`config.mk`:
```
export PLATFORM = sky130hd
export DESIGN_NAME = signed_seq_multiplier
export DESIGN_NICKNAME = d
export VERILOG_FILES = /design/src/rtl/signed_seq_multiplier.sv
export SDC_FILE = /design/constraint.sdc
export NUM_CORES = 1
export LEC_CHECK = 0
export CAP_MARGIN = 20
export CORE_MARGIN = 4
export CORE_UTILIZATION = 45
export CTS_BUF_LIST = sky130_fd_sc_hd__clkbuf_8
export CTS_CLUSTER_SIZE = 14
export DETAILED_ROUTE_END_ITERATION = 12
export GPL_TIMING_DRIVEN = 0
export PLACE_DENSITY = 0.67
export SYNTH_ARGS = -nofsm -noshare
export SYNTH_HDL_FRONTEND = slang
export SYNTH_SLANG_ARGS = --single-unit
```
`constraint.sdc`:
```
create_clock -name clk -period 6.25 [get_ports clk]
set_input_delay 0.9375 -clock clk [delete_from_list [all_inputs] [get_ports clk]]
set_output_delay 0.9375 -clock clk [all_outputs]
set_load 0.02 [all_outputs]
```
`src/rtl/signed_seq_multiplier.sv`:
```
// Radix-2 shift-add multiplier working on operand magnitudes.
// Applies the sign in a final FIX state; a zero product is never flagged negative.
module signed_seq_multiplier #(
    parameter int WORD_LENGTH = 16,
    parameter int CNT_WIDTH   = $clog2(WORD_LENGTH + 1)
) (
    input  logic                       clk,
    input  logic                       reset,
    input  logic                       start,
    input  logic                       signed_mode,
    input  logic [WORD_LENGTH-1:0]     multiplicand,
    input  logic [WORD_LENGTH-1:0]     multiplier,
    output logic [2*WORD_LENGTH-1:0]   result,
    output logic                       sign,
    output logic                       busy,
    output logic                       ready
);

    localparam int W2 = 2 * WORD_LENGTH;
    localparam logic [CNT_WIDTH-1:0] LAST = CNT_WIDTH'(WORD_LENGTH - 1);

    typedef enum logic [1:0] {
        IDLE,
        RUN,
        FIX
    } state_t;

    state_t state, state_next;

    logic [CNT_WIDTH-1:0]   counter;
    logic [WORD_LENGTH-1:0] mag_b;
    logic [W2-1:0]          mag_a_sh;
    logic [W2-1:0]          acc;
    logic [W2-1:0]          acc_next;
    logic                   sign_pend;
    logic                   mode_q;
    logic                   last_iter;
    logic                   sign_final;

    function automatic logic [WORD_LENGTH-1:0] magnitude(
        input logic [WORD_LENGTH-1:0] v,
        input logic                   sm
    );
        return (sm && v[WORD_LENGTH-1]) ? -v : v;
    endfunction

    assign last_iter  = (counter == LAST);
    assign acc_next   = mag_b[0] ? acc + mag_a_sh : acc;
    assign sign_final = mode_q & sign_pend & (acc != '0);

    always_ff @(posedge clk or posedge reset) begin
        if (reset) begin
            state <= IDLE;
        end else begin
            state <= state_next;
        end
    end

    always_comb begin
        state_next = state;
        unique case (state)
            IDLE:    if (start) state_next = RUN;
            RUN:     if (last_iter) state_next = FIX;
            FIX:     state_next = IDLE;
            default: state_next = IDLE;
        endcase
    end

    // mag_a is kept pre-shifted so each RUN step adds it at the current weight
    always_ff @(posedge clk or posedge reset) begin
        if (reset) begin
            counter   <= '0;
            mag_b     <= '0;
            mag_a_sh  <= '0;
            acc       <= '0;
            sign_pend <= 1'b0;
            mode_q    <= 1'b0;
            result    <= '0;
            sign      <= 1'b0;
            busy      <= 1'b0;
        end else begin
            unique case (state)
                IDLE: begin
                    if (start) begin
                        mode_q    <= signed_mode;
                        mag_a_sh  <= W2'(magnitude(multiplicand, signed_mode));
                        mag_b     <= magnitude(multiplier, signed_mode);
                        sign_pend <= signed_mode &
                                     (multiplicand[WORD_LENGTH-1] ^
                                      multiplier[WORD_LENGTH-1]);
                        acc       <= '0;
                        counter   <= '0;
                        busy      <= 1'b1;
                    end
                end
                RUN: begin
                    acc      <= acc_next;
                    mag_a_sh <= mag_a_sh << 1;
                    mag_b    <= mag_b >> 1;
                    counter  <= counter + CNT_WIDTH'(1);
                end
                FIX: begin
                    result <= sign_final ? -acc : acc;
                    sign   <= sign_final;
                    busy   <= 1'b0;
                end
                default: begin
                    busy <= 1'b0;
                end
            endcase
        end
    end

    always_ff @(posedge clk or posedge reset) begin
        if (reset) begin
            ready <= 1'b0;
        end else begin
            ready <= (state == FIX);
        end
    end

endmodule

```
==> results.md, run 1 <==
- The run finished with clean final reports.
- The number of warnings reported in the yosys synthesis log is 0.
- The cell area that synthesis handed to floorplanning was 7420 µm².
- Timing analysis after detailed placement gives a worst setup slack of 3.06 ns.
- The global-route wire length before repair is 29500 µm.
- For the pin with the worst max-slew slack, the measured transition is 0.867 ns.
- The count of boundary I/O pins is 71.
- The all-layer global routing usage is 20.2%.
- The share of the cycle needed by the critical path after routing is 51.6%.
- Of all nets on the critical path, the largest fanout is 5.
- In the routed design, unresolved DRC markers number 0.
- The critical path is of the reg -> reg type.
- The top cell type by area accounts for 41.8% of the synthesized area.
- The switching share of power is 44.5%.
- The die extent in x is 136 µm.
- The initial antenna violation count came to 0.
- The startpoint identified for the worst register-to-register timing path is acc[0]$_DFFE_PP0P_.
- The level count of the clock H-tree is 4.
- The final cell count without fillers is between 1000 and 1500.
- The sort of element at the start of the critical path is a register.
- The post-CTS setup buffer count is 0.
- The capture endpoint of the worst hold path is result[10]$_DFFE_PP0P_.
- The detail route stage leaves a number of antenna-violating nets equal to 0.
- After filler insertion, the fill cell instance count of the layout stands at 1542.
- The count of buffers added on input and output ports is 69.
- After floorplanning, the core was sized to cover 16000 µm².
- In the final routed layout, each cell accounts on average for 16.0 µm.
- The pin count of the biggest net entering global routing is 72.
- The depth of the worst register-to-register path is 12.
- The ratio of total power to cell area is 453 nW/µm².
- The vertical die dimension is 136 µm.
- The worst hold path belongs to the class reg -> reg.
- The share of synthesized area occupied by flip-flops and latches is a little over two fifths.
- The maximum operating frequency is 310 MHz.
- The area of the die is 18600 µm².
- The vias per cell is 5.50.
- The number of flip-flops and latches in the synthesized netlist is 124.
- The synthesized instance count is 811.
- The cell with the most instances after synthesis is sky130_fd_sc_hd__dfrtp_1.
- Summed over all layers, the global routing overflow is 0.
- The count of inserted antenna diode cells is 0.
- IR analysis of the VDD net gives a maximum drop of about 0.21 mV.
- The commonest cells after synthesis are sky130_fd_sc_hd__dfrtp_1, sky130_fd_sc_hd__nand2_1, sky130_fd_sc_hd__o21ai_0.
- The critical path launch point is acc[0]$_DFFE_PP0P_.
- The initial core utilization is 46.4%.
- Detailed routing inserted a total of 6193 vias.
- The average instance area after synthesis is ~9.2 µm².
- The number of CTS-inserted buffers is 17.
- The buffer type at the clock tree root is sky130_fd_sc_hd__clkbuf_8.
- The CTS tree is done.
- Along the worst hold path, the cell count comes to 2.
- At the worst endpoint, the arrival time is 3.55 ns.
- The TritonCTS sink count is 124.
- For the worst-skew pair, the clock arrives at the later sink with an insertion delay of 0.44 ns.
- The smallest clock period supported by the final layout is computed as 3.23 ns.
- Setup repair after global routing left no endpoint under its margin.
- The worst slew margin relative to its limit is 42.0%.
- The data required time at the worst endpoint is 6.57 ns.
- The kind of end point of the critical path is a register.
- The violation count after the first detailed-route iteration is 394.
- The biggest area consumer among synthesized cells is sky130_fd_sc_hd__dfrtp_1.
- The analysis attributes to net switching a power of ~0.0018 W.
- The async set or reset register ratio after synthesis is between 90% and 100%.
- Counting every net in the synthesized netlist gives approximately 880.
- The internal power component is 0.00220 W.
- The area added between synthesis and finish is 17.6%.
- The clock transition at the register clock pins on the worst setup and hold paths after CTS is 0.07 ns.
- The number of hold-slack violations in the final timing report is 0.
- Summed over all cells, the static leakage comes to approximately 3.8 nW.
- In this run the critical register-to-register path is captured at acc[28]$_DFFE_PP0P_.
- The global placer's final weighted congestion is 0.925.
- In this run, the combinational gates consume 49.7% of the power.
- The number of nets in the finished design is 973.
- The share of layout cells above drive strength 1 is 4.29%.
- The number of library cell types mapped by synthesis is 57.
- The first detailed-routing pass took 5 iterations.
- The number of global-route vias before repair is just under 6000.
- The number of placed cells counting well taps is 1097.
- Setup violations remaining at the end of the flow were counted as 0.
- Across the routed clock network, the largest skew measured is around 0.0086 ns.
- By area the synthesized netlist is led by sky130_fd_sc_hd__dfrtp_1, sky130_fd_sc_hd__xor2_1, sky130_fd_sc_hd__ha_1.
- The count of flip-flops with a built-in enable after synthesis is 0.
- The most used flip-flop cell after synthesis is sky130_fd_sc_hd__dfrtp_1.
- In this run the most critical hold path is launched from result[10]$_DFFE_PP0P_.
- The hold buffer count at cts is 0.
- Summed over all layers, the routed wires come to between 15000 and 20000 µm.
- The initialized floorplan defines 46 standard-cell rows.
- The proportion of power drawn by the clock network is 14.4%.
- In the post-route analysis, the smallest setup slack over all paths is 3.02 ns.
- The placed wire-length estimate after detailed placement is 14000 µm.
- The setup slack on the worst flop-to-flop path is 3.02 ns.
- The sequential group share of total power is 35.9%.
- The number of slew-limit violations in the final report is 0.
- Gates resized during post-CTS repair numbered 0.
- The longest clock path from root to sink contains 2 buffers.
- Across the run, the number of max-cap violations was 0.
- The final-layout setup total negative slack is 0 ns.
cell families after synthesis:
kind of cell	synth area share, %
adder cells (fa/ha/maj)	6.34
buffers and inverters	2.98
multiplexers	0.270
AND/OR/NAND/NOR	13.6
flip-flops	41.8
XOR/XNOR	9.56
AO/OA/AOI/OAI	25.4
area by class of cell:
class | instances | area [µm²] | area share, %
Multi-Input combinational cell | 632 | 4100 | 47.0
Sequential cell | 124 | 3100 | 35.6
Timing Repair Buffer | 70 | 718 | 8.23
Clock buffer | 20 | 275 | 3.16
Tap cell | 216 | 270 | 3.10
Buffer | 31 | 131 | 1.51
Inverter | 24 | 95.1 | 1.09
Clock inverter | 8 | 33.8 | 0.387
layout by cell type, fill, tap and decap left out, drive strengths merged, types with 7 or more instances in the layout:
| cell | instances |
|---|---|
| o21ai | 115 |
| dfrtp | 124 |
| nor3 | 12 |
| clkbuf | 46 |
| ha | 36 |
| inv | 29 |
| nand3 | 10 |
| o41ai | 8 |
| xnor2 | 29 |
| a21oi | 59 |
| nand2 | 108 |
| o31ai | 11 |
| nor2 | 35 |
| a22o | 20 |
| a21o | 18 |
| clkdlybuf4s50 | 69 |
| o22ai | 17 |
| nand4 | 7 |
| a22oi | 21 |
| xor2 | 52 |
critical path, cell delays in order (launching register included):
cell,delay [ns]
sky130_fd_sc_hd__dfrtp_1,0.41
sky130_fd_sc_hd__ha_1,0.20
sky130_fd_sc_hd__inv_1,0.06
sky130_fd_sc_hd__fa_1,0.39
sky130_fd_sc_hd__nor2b_1,0.15
sky130_fd_sc_hd__o21a_1,0.14
sky130_fd_sc_hd__o21ai_1,0.11
sky130_fd_sc_hd__a2111o_1,0.41
sky130_fd_sc_hd__a21o_1,0.25
sky130_fd_sc_hd__a2111oi_4,0.35
sky130_fd_sc_hd__o211ai_1,0.15
sky130_fd_sc_hd__a21o_1,0.21
sky130_fd_sc_hd__a32o_1,0.27
registers in the layout (all words and copies together), names as in the netlist:
name       flops
acc           32
busy           1
counter        5
mag_a_sh      32
mag_b         16
mode_q         1
ready          1
result        32
sign           1
sign_pend      1
state          2
per-layer routing:
metal  track usage, %  vias up  routed length (µm)
met4             6.55        0                 299
met3             3.55       20                 935
met1             27.0     2874                8330
met2             33.2      162                8490
met5                0        -                   0
li1                 -     3137                   -
through the flow:
step                      area, µm²  util, %  hold WS, ns  power (W)
after floorplan                7420        -        0.447    0.00280
after global placement         8380     52.4        0.461    0.00334
after detailed placement       8410     52.6        0.470    0.00338
after CTS                      8720     54.5        0.484    0.00396
after global routing           8720     54.5        0.503    0.00429
final                          8720     54.5        0.476    0.00395
power by group through the flow:
| stage | logic [W] | clock network (W) | registers, W |
|---|---|---|---|
| after floorplan | 0.00142 | 0 | 0.00138 |
| after global placement | 0.00193 | 0 | 0.00142 |
| after detailed placement | 0.00195 | 0 | 0.00142 |
| after CTS | 0.00197 | 0.000581 | 0.00141 |
| after global routing | 0.00221 | 0.000618 | 0.00146 |
| final | 0.00197 | 0.000570 | 0.00142 |
how the worst max path moves through the flow:
stage	cells after the start	slack [ns]	end
after floorplan	1	2.01	acc[0]$_DFFE_PP0P_
after global placement	2	0.23	mag_a_sh[26]$_DFFE_PP0P_
after detailed placement	9	3.06	mag_b[14]$_DFFE_PP0P_
after CTS	12	3.03	acc[28]$_DFFE_PP0P_
after global routing	12	2.84	acc[28]$_DFFE_PP0P_
final	12	3.02	acc[28]$_DFFE_PP0P_
Note: power is estimated with default switching activity, not from simulation.
==> run 2, diff against run 1 <==
==> constraint.sdc (replaced) <==
create_clock -name clk -period 3 [get_ports clk]
set_input_delay 0.45 -clock clk [delete_from_list [all_inputs] [get_ports clk]]
set_output_delay 0.45 -clock clk [all_outputs]
set_load 0.02 [all_outputs]
==> run 2 against run 1 <==
  * Final area up 2.8%
  * Sequential power up 110%
  * The flow now finishes with violations (setup timing)
  * Critical endpoint unchanged
  * Non-clock buffer count up 6
  * Clock power rose to 2.9 times the previous value
==> results.md, run 2 (synthesis gave the netlist of run 1 again) <==
- At the pin with the least slew margin, the transition time is just over 0.8 ns.
- The clock passes through at most 2 buffers.
- In this run the static leakage power is 3.85 nW.
- The aggregate global routing overflow is 0.
- The cell family contributing the most delay on the critical path is compound AO/OA/AOI/OAI gates.
- The routed design has 18000 µm of wire.
- The all-layer global routing usage is 20.6%.
- At the worst endpoint, the required time is 3.33 ns.
- The critical path launch point is mag_a_sh[0]$_DFFE_PP0P_.
- The overall via count from detail_route is 6271.
- The checks that failed: setup timing.
- The kind of end point of the critical path is a register.
- The path category of the worst min-delay check is in -> reg.
- The slowest stage of the critical path is the sky130_fd_sc_hd__a2111o_1 cell.
- Dividing the detail-routed wire length by the instance count gives 15.9 µm.
- The CTS tree is done.
- Leaving out fill and tap cells, the most frequent cells in the layout are sky130_fd_sc_hd__dfrtp_1, sky130_fd_sc_hd__nand2_1, sky130_fd_sc_hd__o21ai_0.
- The residual antenna-violating net count after detailed routing is 0.
- The root buffer cell chosen for the clock tree is sky130_fd_sc_hd__clkbuf_8.
- The worst slew margin relative to its limit is 45.4%.
- Static timing analysis puts the maximum clock frequency at approximately 330 MHz.
- The worst clock skew is 0.0121 ns.
- The standard cell core area is 16000 µm².
- Counting every sink on the clock net gives 124.
- In this run the worst path has a maximum fanout of 4.
- Entering global routing, the biggest net connects 42 pins.
- The placed wire-length estimate after detailed placement is 14100 µm.
- The number of antenna diodes in the final layout is 0.
- The initial antenna violation count was 0.
- The startpoint identified for the worst register-to-register timing path is mag_a_sh[0]$_DFFE_PP0P_.
- Once placement completed, the tool counted placed cells totaling around 1100.
- After layout, the worst setup slack is -0.0148 ns.
- The critical path ends at acc[28]$_DFFE_PP0P_.
- The number of nets in the finished design is 979.
- Setup repair after global routing could not meet its margin everywhere.
- For the worst flop-to-flop path, the logic depth is 12.
- At the later pin of the worst-skew pair, clock insertion delay measures roughly 0.44 ns.
- The ratio of total power to cell area is about 970 nW/µm².
- The logic depth of the worst path, buffers included is 12.
- The share of the cycle needed by the critical path after routing is 100%.
- Across the VDD grid, the largest voltage drop is 0.447 mV.
- The peak per-stage delay on the critical path is 0.40 ns.
- The pre-CTS setup slack is -0.150 ns.
- Setup violations remaining at the end of the flow were counted as 1.
- Counting I/O delays and the setup requirement, the final critical path takes 3.01 ns.
- At the worst endpoint, the arrival time is 3.34 ns.
- The largest registers in the layout are acc (32), mag_a_sh (32), result (32).
- The setup slack on the worst flop-to-flop path is -0.01 ns.
- In this run the core area contains 46 standard-cell rows.
- The die is 136 µm tall.
- The congestion estimate from routability-driven global placement came to 0.930.
- The hold buffer count at cts is 0.
- The number of hold-slack violations in the final timing report is 0.
- Counting the buffers created by CTS gives 17.
- The initial core utilization is 46.4%.
- The clock transition at the register clock pins on the worst setup and hold paths after CTS is ~0.070 ns.
- After the first detailed-routing iteration, the DRC count stood at ~330.
- The signal on the critical path passes through ha_2, inv_2, fa_2, nor2b_2, o21a_1, o21ai_2, a2111o_1, a21o_4, a2111oi_4, o211ai_1, a21o_1, a32o_1.
- The global-route wire length before repair is 30100 µm.
- The worst hold slack after final layout is around 0.39 ns.
- The tool flagged a number of max-cap violations equal to 0.
- The flow ran to the end, but the final reports show violations.
- The library cell used most frequently in the layout, excluding fill and tap cells, is sky130_fd_sc_hd__dfrtp_1.
- The count of buffering cells on the critical path with inverters included is 1.
- The H-tree was split into 4 levels.
- The number of slew-limit violations in the final report was 0.
- The number of DRC violations after detailed routing is 0.
- The setup path with the least slack is of type reg -> reg.
- For this run, the number of standard cells in the final layout without fillers is roughly 1100.
- The number of global-route vias before repair is 5992.
- The area used by multi-input combinational logic is 4130 µm².
- Registers take 3100 µm².
- The destination of the worst register-to-register timing path is acc[28]$_DFFE_PP0P_.
- After detailed routing, the number of vias per cell comes to 5.53.
- The area added between synthesis and finish is 20.8%.
- The number of input and output port buffers inserted is 69.
- The floorplan step set the die width to 136 µm.
- The area of the die is 18600 µm².
- STA classifies the critical path startpoint as a register.
- Counting the fill cells in the layout gives 1512.
- Before antenna repair, the detailed router went through 5 iterations.
- In the final layout, the share of cells above drive strength 1 is 6.64%.
- The count of boundary I/O pins is 71.
==> run 2: changes by cell type in the layout (fill, tap and decap cells not counted), sizes merged <==
cell      before  now
clkinvlp       0    4
inv           29   24
buf            6   12
clkbuf        46   47
bufinv         0    4
==> run 2: cell type report <==
cell class | instances | area share, %
sequential | 124 | 34.6
buffer | 31 | 1.47
clock buffer | 21 | 3.22
tap | 216 | 3.01
inverter | 24 | 1.05
multi-input combinational | 632 | 46.1
timing repair buffer | 76 | 8.71
clock inverter | 11 | 1.84
==> run 2: how the worst min path moves through the flow <==
stage	from	to	cells past startpoint
after global routing	signed_mode	mode_q$_DFFE_PP0P_	3
after detailed placement	result[30]$_DFFE_PP0P_	result[30]$_DFFE_PP0P_	2
after CTS	signed_mode	mode_q$_DFFE_PP0P_	3
final	signed_mode	mode_q$_DFFE_PP0P_	3
after global placement	result[0]$_DFFE_PP0P_	result[0]$_DFFE_PP0P_	2
after floorplan	mag_b[15]$_DFFE_PP0P_	mag_b[15]$_DFFE_PP0P_	2
==> run 2: per-stage QoR <==
step	util, %	total power [W]	cell area, µm²	TNS (ns)
finish	56.0	0.00873	8960	-0.0148
global placement	52.4	0.00697	8390	-13.94
detailed placement	52.8	0.00704	8450	-0.206
global route	56.0	0.00945	8960	-0.270
CTS	55.8	0.00873	8930	-0.120
floorplan	-	0.00583	7420	0
==> run 2: tightest hold or removal path, delay by kind of cell <==
kind | cells | cell delay [ns]
simple gates | 2 | 0.16
buf+inv | 1 | 0.18
==> run 2: repair_timing <==
item | 4_1_cts | 5_1_grt
setup endpoints to repair | 5 | 7
setup buffers | 2 | 2
pin swaps | 0 | 1
cloned | 0 | 0
gates resized for setup | 2 | 8
==> run 2: routing by layer <==
layer  up-vias  track usage (%)  share of wire, %
met3        19             3.48               4.9
met5         -                0                 0
met1      2942             27.7                46
met4         0             6.55               1.6
li1       3167                -                 -
met2       143             33.9                47
==> run 2: report_power, final <==
group | internal (W) | switching (W) | total, W
registers | 0.00226 | 0.000688 | 0.00295
clock network | 0.000989 | 0.000645 | 0.00163
logic | 0.00174 | 0.00241 | 0.00415
total | 0.00499 | 0.00374 | 0.00873
